==> src/rtl/mac_stream_pkg.sv <==
// Shared types and constant helpers for the multi-lane multiply-accumulate engine.
// Widths up to MAX_ACC_WIDTH bits are supported by the clamp-value helpers.
package mac_stream_pkg;

    typedef enum logic [1:0] {
        IDLE  = 2'd0,
        ACCUM = 2'd1,
        DRAIN = 2'd2,
        HOLD  = 2'd3
    } state_e;

    localparam int MAX_ACC_WIDTH = 64;

    // Width needed to hold the sum of all lane products without loss.
    function automatic int sum_width(input int dw, input int lanes);
        return 2 * dw + $clog2(lanes);
    endfunction

    function automatic logic [MAX_ACC_WIDTH-1:0] acc_max(input int acc_w, input bit is_signed);
        logic [MAX_ACC_WIDTH-1:0] one;
        one = MAX_ACC_WIDTH'(1);
        if (is_signed) begin
            return (one << (acc_w - 1)) - one;
        end
        return (one << acc_w) - one;
    endfunction

    // Signed minimum is returned sign-extended; callers slice the low acc_w bits.
    function automatic logic [MAX_ACC_WIDTH-1:0] acc_min(input int acc_w, input bit is_signed);
        logic [MAX_ACC_WIDTH-1:0] one;
        one = MAX_ACC_WIDTH'(1);
        if (is_signed) begin
            return ~((one << (acc_w - 1)) - one);
        end
        return '0;
    endfunction

endpackage

==> src/rtl/mac_stream_lane.sv <==
// One lane of the engine: a registered DATA_WIDTH x DATA_WIDTH multiply.
// Operands are extended to the product width first, so one multiplier serves both signed modes.
module mac_stream_lane
    import mac_stream_pkg::*;
#(
    parameter int DATA_WIDTH = 8,
    parameter int SIGNED     = 0
) (
    input  logic                      clk,
    input  logic                      rst_n,
    input  logic                      en_i,
    input  logic [DATA_WIDTH-1:0]     a_i,
    input  logic [DATA_WIDTH-1:0]     b_i,
    output logic [2*DATA_WIDTH-1:0]   prod_o
);

    localparam int PW = 2 * DATA_WIDTH;

    logic [PW-1:0] a_ext;
    logic [PW-1:0] b_ext;
    logic [PW-1:0] prod_d;
    logic [PW-1:0] prod_q;

    always_comb begin
        a_ext = '0;
        b_ext = '0;
        if (SIGNED != 0) begin
            a_ext = PW'($signed(a_i));
            b_ext = PW'($signed(b_i));
        end else begin
            a_ext = PW'(a_i);
            b_ext = PW'(b_i);
        end
        // Low PW bits of the product are identical for signed and unsigned once extended.
        prod_d = a_ext * b_ext;
    end

    always_ff @(posedge clk or negedge rst_n) begin
        if (!rst_n) begin
            prod_q <= '0;
        end else if (en_i) begin
            prod_q <= prod_d;
        end
    end

    assign prod_o = prod_q;

endmodule

==> src/rtl/mac_stream.sv <==
// Pipelined multi-lane dot-product engine: multiply (S1), lane sum (S2), saturating accumulate (S3),
// sequenced by an IDLE/ACCUM/DRAIN/HOLD controller with valid/ready input and result ports.
module mac_stream
    import mac_stream_pkg::*;
#(
    parameter int DATA_WIDTH = 8,
    parameter int LANES      = 4,
    parameter int ACC_WIDTH  = 24,
    parameter int LEN_WIDTH  = 8,
    parameter int SIGNED     = 0
) (
    input  logic                        clk,
    input  logic                        rst_n,
    input  logic                        start,
    input  logic [LEN_WIDTH-1:0]        cfg_len,
    input  logic                        clr,
    output logic                        busy,
    input  logic                        in_valid,
    output logic                        in_ready,
    input  logic [LANES*DATA_WIDTH-1:0] a_in,
    input  logic [LANES*DATA_WIDTH-1:0] b_in,
    output logic                        out_valid,
    input  logic                        out_ready,
    output logic [ACC_WIDTH-1:0]        out_data,
    output logic                        out_ovf
);

    localparam int PW        = 2 * DATA_WIDTH;
    localparam int SW        = sum_width(DATA_WIDTH, LANES);
    localparam int EW        = ((SW > ACC_WIDTH) ? SW : ACC_WIDTH) + 1;
    localparam bit IS_SIGNED = (SIGNED != 0);

    localparam logic [MAX_ACC_WIDTH-1:0] ACC_MAX_FULL = acc_max(ACC_WIDTH, IS_SIGNED);
    localparam logic [MAX_ACC_WIDTH-1:0] ACC_MIN_FULL = acc_min(ACC_WIDTH, IS_SIGNED);
    localparam logic [ACC_WIDTH-1:0]     ACC_MAX      = ACC_MAX_FULL[ACC_WIDTH-1:0];
    localparam logic [ACC_WIDTH-1:0]     ACC_MIN      = ACC_MIN_FULL[ACC_WIDTH-1:0];

    state_e                 state_q;
    logic [LEN_WIDTH-1:0]   cnt_q;
    logic                   busy_q;
    logic                   in_ready_q;
    logic                   out_valid_q;

    logic                   s1_valid_q;
    logic                   s2_valid_q;
    logic [SW-1:0]          sum_q;
    logic [SW-1:0]          sum_d;
    logic [ACC_WIDTH-1:0]   acc_q;
    logic [ACC_WIDTH-1:0]   acc_d;
    logic                   ovf_q;
    logic                   sat_d;

    logic                   accept;
    logic                   job_start;

    logic [PW-1:0]          prod     [LANES];
    logic [SW-1:0]          prod_ext [LANES];

    logic [EW-1:0]          acc_ext;
    logic [EW-1:0]          sum_ext;
    logic [EW-1:0]          max_ext;
    logic [EW-1:0]          min_ext;
    logic [EW-1:0]          total;
    logic                   over;
    logic                   under;

    // A beat offered while clr is high must not enter the pipeline.
    assign accept    = in_valid && in_ready_q && !clr;
    assign job_start = (state_q == IDLE) && start && (cfg_len != '0);

    // S1: one registered multiplier per lane, each product widened to the lane-sum width.
    generate
        for (genvar gi = 0; gi < LANES; gi++) begin : g_lane
            mac_stream_lane #(
                .DATA_WIDTH (DATA_WIDTH),
                .SIGNED     (SIGNED)
            ) u_lane (
                .clk    (clk),
                .rst_n  (rst_n),
                .en_i   (accept),
                .a_i    (a_in[gi*DATA_WIDTH +: DATA_WIDTH]),
                .b_i    (b_in[gi*DATA_WIDTH +: DATA_WIDTH]),
                .prod_o (prod[gi])
            );

            if (IS_SIGNED) begin : g_sext
                assign prod_ext[gi] = SW'($signed(prod[gi]));
            end else begin : g_zext
                assign prod_ext[gi] = SW'(prod[gi]);
            end
        end
    endgenerate

    always_comb begin
        sum_d = '0;
        for (int i = 0; i < LANES; i++) begin
            sum_d = sum_d + prod_ext[i];
        end
    end

    // S3 adds in a width that cannot wrap, then clamps to the accumulator range.
    always_comb begin
        acc_ext = '0;
        sum_ext = '0;
        max_ext = '0;
        min_ext = '0;
        over    = 1'b0;
        under   = 1'b0;
        if (IS_SIGNED) begin
            acc_ext = EW'($signed(acc_q));
            sum_ext = EW'($signed(sum_q));
            max_ext = EW'($signed(ACC_MAX));
            min_ext = EW'($signed(ACC_MIN));
        end else begin
            acc_ext = EW'(acc_q);
            sum_ext = EW'(sum_q);
            max_ext = EW'(ACC_MAX);
            min_ext = EW'(ACC_MIN);
        end
        total = acc_ext + sum_ext;
        if (IS_SIGNED) begin
            over  = $signed(total) > $signed(max_ext);
            under = $signed(total) < $signed(min_ext);
        end else begin
            over  = total > max_ext;
        end
        sat_d = over || under;
        if (over) begin
            acc_d = ACC_MAX;
        end else if (under) begin
            acc_d = ACC_MIN;
        end else begin
            acc_d = total[ACC_WIDTH-1:0];
        end
    end

    always_ff @(posedge clk or negedge rst_n) begin
        if (!rst_n) begin
            state_q     <= IDLE;
            cnt_q       <= '0;
            busy_q      <= 1'b0;
            in_ready_q  <= 1'b0;
            out_valid_q <= 1'b0;
        end else if (clr) begin
            state_q     <= IDLE;
            cnt_q       <= '0;
            busy_q      <= 1'b0;
            in_ready_q  <= 1'b0;
            out_valid_q <= 1'b0;
        end else begin
            case (state_q)
                IDLE: begin
                    if (job_start) begin
                        state_q    <= ACCUM;
                        cnt_q      <= cfg_len;
                        busy_q     <= 1'b1;
                        in_ready_q <= 1'b1;
                    end
                end
                ACCUM: begin
                    if (accept) begin
                        cnt_q <= cnt_q - LEN_WIDTH'(1);
                        if (cnt_q == LEN_WIDTH'(1)) begin
                            state_q    <= DRAIN;
                            in_ready_q <= 1'b0;
                        end
                    end
                end
                DRAIN: begin
                    // Once S1 and S2 are empty the accumulator already holds the final beat.
                    if (!s1_valid_q && !s2_valid_q) begin
                        state_q     <= HOLD;
                        out_valid_q <= 1'b1;
                    end
                end
                HOLD: begin
                    if (out_ready) begin
                        state_q     <= IDLE;
                        busy_q      <= 1'b0;
                        out_valid_q <= 1'b0;
                    end
                end
                default: begin
                    state_q <= IDLE;
                end
            endcase
        end
    end

    always_ff @(posedge clk or negedge rst_n) begin
        if (!rst_n) begin
            s1_valid_q <= 1'b0;
            s2_valid_q <= 1'b0;
            sum_q      <= '0;
            acc_q      <= '0;
            ovf_q      <= 1'b0;
        end else if (clr) begin
            s1_valid_q <= 1'b0;
            s2_valid_q <= 1'b0;
            acc_q      <= '0;
            ovf_q      <= 1'b0;
        end else begin
            s1_valid_q <= accept;
            s2_valid_q <= s1_valid_q;
            if (s1_valid_q) begin
                sum_q <= sum_d;
            end
            if (job_start) begin
                acc_q <= '0;
                ovf_q <= 1'b0;
            end else if (s2_valid_q) begin
                acc_q <= acc_d;
                if (sat_d) begin
                    ovf_q <= 1'b1;
                end
            end
        end
    end

    assign busy      = busy_q;
    assign in_ready  = in_ready_q;
    assign out_valid = out_valid_q;
    assign out_data  = acc_q;
    assign out_ovf   = ovf_q;

endmodule
==> config.mk <==
export PLATFORM = sky130hd
export DESIGN_NAME = mac_stream
export DESIGN_NICKNAME = d
export VERILOG_FILES = /design/src/rtl/mac_stream_pkg.sv /design/src/rtl/mac_stream_lane.sv /design/src/rtl/mac_stream.sv
export SDC_FILE = /design/constraint.sdc
export NUM_CORES = 1
export LEC_CHECK = 0
export ABC_CLOCK_PERIOD_IN_PS = 3600
export CAP_MARGIN = 20
export CORE_MARGIN = 10
export CORE_UTILIZATION = 25
export DETAILED_ROUTE_END_ITERATION = 10
export PLACE_DENSITY_LB_ADDON = 0.2
export REMOVE_ABC_BUFFERS = 1
export SYNTH_ARGS = -nofsm -noshare
export SYNTH_HDL_FRONTEND = slang
export SYNTH_SLANG_ARGS = --single-unit
==> constraint.sdc <==
create_clock -name clk -period 3.6 [get_ports clk]
set_input_delay 0.36 -clock clk [delete_from_list [all_inputs] [get_ports clk]]
set_output_delay 0.36 -clock clk [all_outputs]
set_load 0.01 [all_outputs]
# After elaboration in Yosys (flattened, before gate mapping)
# Index checks and enable logic that the tools add are counted.
[word_totals] regBits=122 out_inout_bits=28 ramBits=0 wordCells=88 mem_count=0 romBits=0 latchBits=0
[op_classes] n_div=0 n_shift=0 reduce_logical=22 n_mux=32 n_mul=4 n_addsub=5 n_lt_le_gt_ge=1 n_eq_ne=9 bitwise=1
[op_table] operator="$mux W24" count=4
[op_table] operator="$mul A8 B8 Y16" count=4
[op_table] operator="$add A24 B18 Y25" count=1
[op_table] operator="$gt A25 B24 Y1 const B" count=1
[op_table] operator="$mux W8" count=3
[op_table] operator="$add A17 B16 Y18" count=1
[op_table] operator="$add A18 B16 Y18" count=1
[op_table] operator="$add A16 B16 Y17" count=1
[op_table] operator="$pmux W8 S2" count=1
[op_table] operator="$ne A3 B3 Y1 const B" count=5
[op_table] operator="$reduce_bool A3 Y1" count=5
[op_table] operator="$mux W1" count=14
[op_table] operator="$mux W2" count=6
[op_table] operator="$reduce_and A3 Y1" count=3
[op_table] operator="$eq A8 B1 Y1 const B" count=1
[op_table] operator="$pmux W2 S4" count=1
[op_table] operator="$reduce_bool A8 Y1" count=1
[op_table] operator="$sub A8 B1 Y8 const B" count=1
[op_table] operator="$pmux W1 S2" count=3
[op_table] operator="$logic_and A1 B1 Y1" count=5
[op_table] operator="$reduce_and A5 Y1" count=1
[op_table] operator="$eq A2 B2 Y1 const B" count=2
[op_table] operator="$reduce_and A2 Y1" count=2
[op_table] operator="$reduce_and A4 Y1" count=1
[op_table] operator="4 further kinds" count=6

# Longest topological paths before layout
[logic_depth] depth_word=6 ltp_mapped=17 ltp_nobuf=17

# Modules after synthesis
# From an unflattened synthesis, not the netlist that was laid out.
[hier_totals] hier_cells=1666 area_unflattened_um2=16007.9
[modules_own_cells] mod="mac_stream_lane (g_lane[2].u_lane ...)" cells_each=279 area_each_um2=2696.3 n_inst=2
[modules_own_cells] mod="mac_stream" cells_each=550 area_each_um2=5211.2 n_inst=1
[modules_own_cells] mod="mac_stream_lane (g_lane[0].u_lane)" cells_each=279 area_each_um2=2718.9 n_inst=1
[modules_own_cells] mod="mac_stream_lane (g_lane[1].u_lane)" cells_each=279 area_each_um2=2685.1 n_inst=1

# Worst setup path before layout
# Ideal clock, no wire load.
[synth_timing] kind="input -> register" startpoint="input port a_in[13]" endpoint="register g_lane[1].u_lane.prod_q[14]" path_buffers=0 t_required_ns=3.467 arrival_ns=3.879 path_stages=15 slack_ns=-0.412 setup_ns=0.133 cell_sequence="and2_1 fa_1 inv_1 fa_1 inv_1 fa_1 inv_1 fa_1 inv_1 ha_1 o21ai_0 o211ai_1 a31oi_1 xor2_1 o21ai_0"
[synth_via] elab_chain_len=1
[synth_lines] item="from (decl)" line="mac_stream.sv:20" text="input logic [LANES*DATA_WIDTH-1:0] a_in,"
[synth_lines] item="$mul A8 B8 Y16" line="mac_stream_lane.sv:35" text="prod_d = a_ext * b_ext;"
[synth_lines] item="to (signal assigned)" line="mac_stream_lane.sv:42" text="prod_q <= prod_d;"
[synth_lines] item="to (decl)" line="mac_stream_lane.sv:22" text="logic [PW-1:0] prod_q;"
# No other way between the ends.
# A chain may end at the register's enable or synchronous reset.

# Final worst setup path
[layout_timing] startpoint="input port a_in[7]" endpoint="register g_lane[0].u_lane.prod_q[14]"
[layout_via] elab_chain_len=1
[layout_lines] item="$mul A8 B8 Y16" line="mac_stream_lane.sv:35"
[layout_lines] item="to (signal assigned)" line="mac_stream_lane.sv:42"
[layout_lines] item="to (decl)" line="mac_stream_lane.sv:22"
# No other way between the ends.

==> key figures <==
Place
  • Dpl hpwl: 33600 um
  • Routability cong.: 0.808
  • Placed cell area: 19000 um2
  • Port Buffer Count: 105
  • Inst Count DP: 2779

Detailed routing
  • Vias/cell: 4.43
  • Antenna Nets Post-Route: 0
  • Drt first-iter violations: 460
  • Via count: 12500
  • Drt drc: 0
  • Wirelength per Cell: 14.4 um
  • Drt pass-1 iters: 4
  • Drt total wl: 40700 um

CTS
  • Depth of the CTS H-tree: 4
  • CTS tree: done
  • Clock Tree Root: clkbuf_16
  • Clk Latency, worst-skew pair: 0.43 ns
  • CTS Hold Buffers Added: 0
  • Max clock buf depth: 2
  • Clock transition at path regs: 0.06 ns
  • Clk sinks: 122
  • Clock buffer count from CTS: 17

Yosys
  • Synth top area share: 22.9%
  • Synth area leaders: fa_1 23%, dfrtp_1 20%, ha_1 15%, and2_1 8.9%, inv_1 5.3%
  • Synthesis-stage register bit count: 122
  • Top cells by count, synth: 220 x and2_1, 219 x inv_1, 185 x ha_1, 178 x nand2_1, 177 x fa_1
  • Synth Instances: 1697
  • Largest area contributor in the netlist: fa_1
  • Register area share after synthesis: 19.8%
  • Avg Inst Size Synth: 9.10 um2
  • Synth Cell Area: 15400 um2
  • Synth warn: 0
  • Yosys cell types: 63
  • Count leader, synth: and2_1
  • Async S/R FF share, synth: 100%
  • Post-synth top flop: dfrtp_1
  • Post-synth EDFFs: 0

Floorplan
  • Num ports: 106
  • Die X: 269 um
  • Die area: 72100 um2
  • Starting Density: 25.1%
  • Core box area: 61500 um2
  • Rows: 91
  • Height of the die: 269 um

Final layout
  • Register area: 3050 um2
  • Design area: 20700 um2
  • Layout cell share with drive strength beyond 1: 25.8%
  • Footprint of the multi-input gates: 12400 um2
  • Fillers: 6413
  • Layout Cells excl Fill: 2822
  • Final core utilization: 33.6%
  • Area growth, synth to finish: 33.8%
  • Layout Nets: 2458

Timing
  • RSZ-0062 raised after global routing: true
  • FMAX: 273 MHz
  • Slew @ Worst Pin: 0.965 ns
  • Setup violations, final: 4
  • Crit path time final: 3.66 ns
  • Final worst slack: -0.0629 ns
  • Clock skew: 0.00818 ns
  • Max-slew violation count: 0
  • Max transition margin: 35.5%
  • Final period util: 102%
  • Hold Fails Final Rpt: 0

Critical path
  • Top cell by count, worst path: fa_1
  • Slowest-stage cell, CP: fa_1
  • Reg2reg end: sum_q[17]
  • Register-to-Register Path Depth: 12
  • Critical path cell sequence: clkbuf_2, and2_4, fa_1, fa_1, fa_1, inv_2, fa_1, inv_2, ha_4, or2_4, a221o_1, a31oi_1, xor2_1, o21ai_1
  • Setup slack, reg-to-reg: 0.31 ns
  • Crit end category: flop
  • WP data required: 3.88 ns
  • Worst setup SP type: primary input
  • Crit path arrival time: 3.94 ns
  • CP max FO: 3
  • Slowest cell delay on critical path: 0.52 ns
  • Critical R2R Launch: g_lane[1].u_lane.prod_o[1]
  • Crit path kind: primary input to flop

Power
  • Sw power: 7.25 mW
  • Clk pwr share: 12.0%
  • Leak: 9.90 nW
  • Gate power share: 73.0%
  • Peak supply drop: 0.652 mV
  • Pwr/cell area: 765 nW/um2
  • Reg power frac: 15.0%
  • Switching portion of total power: 45.8%
  • Internal Pwr Total: 8.56 mW

Global route
  • Global-route wire length before repair: 69600 um
  • Initial antenna violation count: 2
  • Largest net degree at the start of global routing: 105
  • Vias in the first global route: 13600
  • Gr usage total: 11.7%
  • Total grt overflow: 0

Run
  • Max capacitance violation total: 0

Outcome
  • Violated checks: setup timing
  • Outcome: finished, violations left

Hold path
  • Worst Hold Class: primary input to asynchronous set/reset pin
==> critical path: cells and delay by family <==
family	cells	cell delay [ns]
AO/OA/AOI/OAI	3	0.56
XOR/XNOR	1	0.21
adder cells (fa/ha/maj)	5	2.21
buffers and inverters	3	0.18
AND/OR/NAND/NOR	2	0.41
==> placed cells by master (no fill, tap or decap), types with 8 or more instances in the layout <==
cell and instances:
nor2b_1 13, buf_4 199, nor3_1 14, xor2_1 47, ha_4 29, ha_1 154
xnor2_1 20, o21a_1 9, inv_1 189, nand3_1 15, fa_2 16, and2_4 49
a211oi_1 9, o21ai_0 88, mux2i_1 11, inv_2 30, a211oi_2 9, a31oi_1 16
nand2b_1 9, clkdlybuf4s50_1 40, a21oi_1 59, o21ai_2 11, nor2_1 59, buf_2 17
a21o_1 24, dfrtp_1 122, dlygate4sd2_1 8, a21oi_2 14, fa_1 161, o21ai_1 15
buf_6 50, clkbuf_16 17, nand2_1 178, and2_1 171
==> state kept, by name, indices dropped and copies added (netlist names) <==
register              cells
out_valid                 1
out_data                 24
busy                      1
s2_valid_q                1
cnt_q                     8
in_ready                  1
sum_q                    18
out_ovf                   1
g_lane.u_lane.prod_o     64
state_q                   2
s1_valid_q                1
==> power groups by stage <==
stage / logic, mW / registers (mW) / clock network, mW
final: 11.5 / 2.36 / 1.90
after global routing: 13.1 / 2.45 / 2.02
after CTS: 11.2 / 2.39 / 1.95
after detailed placement: 10.2 / 2.42 / 0
after global placement: 10.2 / 2.41 / 0
after floorplan: 7.00 / 2.20 / 0
==> through the flow <==
stage	TNS, ns	setup WS, ns	total power, mW	hold slack (ns)
4_1_cts	-0.450	-0.115	15.6	0.0936
2_1_floorplan	-10.10	-0.499	9.20	0.0644
3_5_place_dp	-39.74	-1.18	12.6	0.477
3_3_place_gp	-38.97	-1.20	12.6	0.477
5_1_grt	-3.12	-0.214	17.6	0.145
6_report	-0.0972	-0.0629	15.8	0.0669
==> worst max path at each step <==
stage	start	to	depth (start not counted)
6_report	a_in[7]	g_lane[0].u_lane.prod_o[14]	14
5_1_grt	b_in[7]	g_lane[0].u_lane.prod_o[14]	16
4_1_cts	a_in[2]	g_lane[0].u_lane.prod_o[14]	14
3_5_place_dp	a_in[6]	g_lane[0].u_lane.prod_o[14]	14
3_3_place_gp	b_in[12]	g_lane[1].u_lane.prod_o[12]	17
2_1_floorplan	a_in[13]	g_lane[1].u_lane.prod_o[14]	15
==> metal layers <==
layer	GRT usage, %	up-vias	wire length [um]
met4	2.00	0	405
met3	1.40	27	906
met2	20.7	119	20300
met5	0	-	0
li1	-	6251	-
met1	15.2	6100	19000
==> logic make-up after synthesis <==
logic type	after synthesis	share of synthesized area, %
XOR/XNOR	69	3.91
adder cells (fa/ha/maj)	362	37.9
flip-flops	122	19.8
AO/OA/AOI/OAI	315	12.4
multiplexers	15	1.00
buffers and inverters	247	6.10
AND/OR/NAND/NOR	567	18.9
==> cell type report <==
class | instances | share of cell area (%)
Multi-Input combinational cell | 1328 | 59.9
Clock inverter | 15 | 1.03
Tap cell | 790 | 4.78
Timing Repair Buffer | 330 | 13.5
Inverter | 219 | 3.98
Antenna cell | 1 | 0.0121
Clock buffer | 17 | 2.06
Sequential cell | 122 | 14.8
==> timing repair <==
| action | 4_1_cts | 5_1_grt |
|---|---|---|
| endpoints found under the setup margin | 38 | 35 |
| gates resized for setup | 448 | 112 |
| setup buffers | 13 | 1 |
| pin swaps | 143 | 116 |
| cloned | 0 | 0 |
No activity file was read; power rests on OpenSTA's default activity.
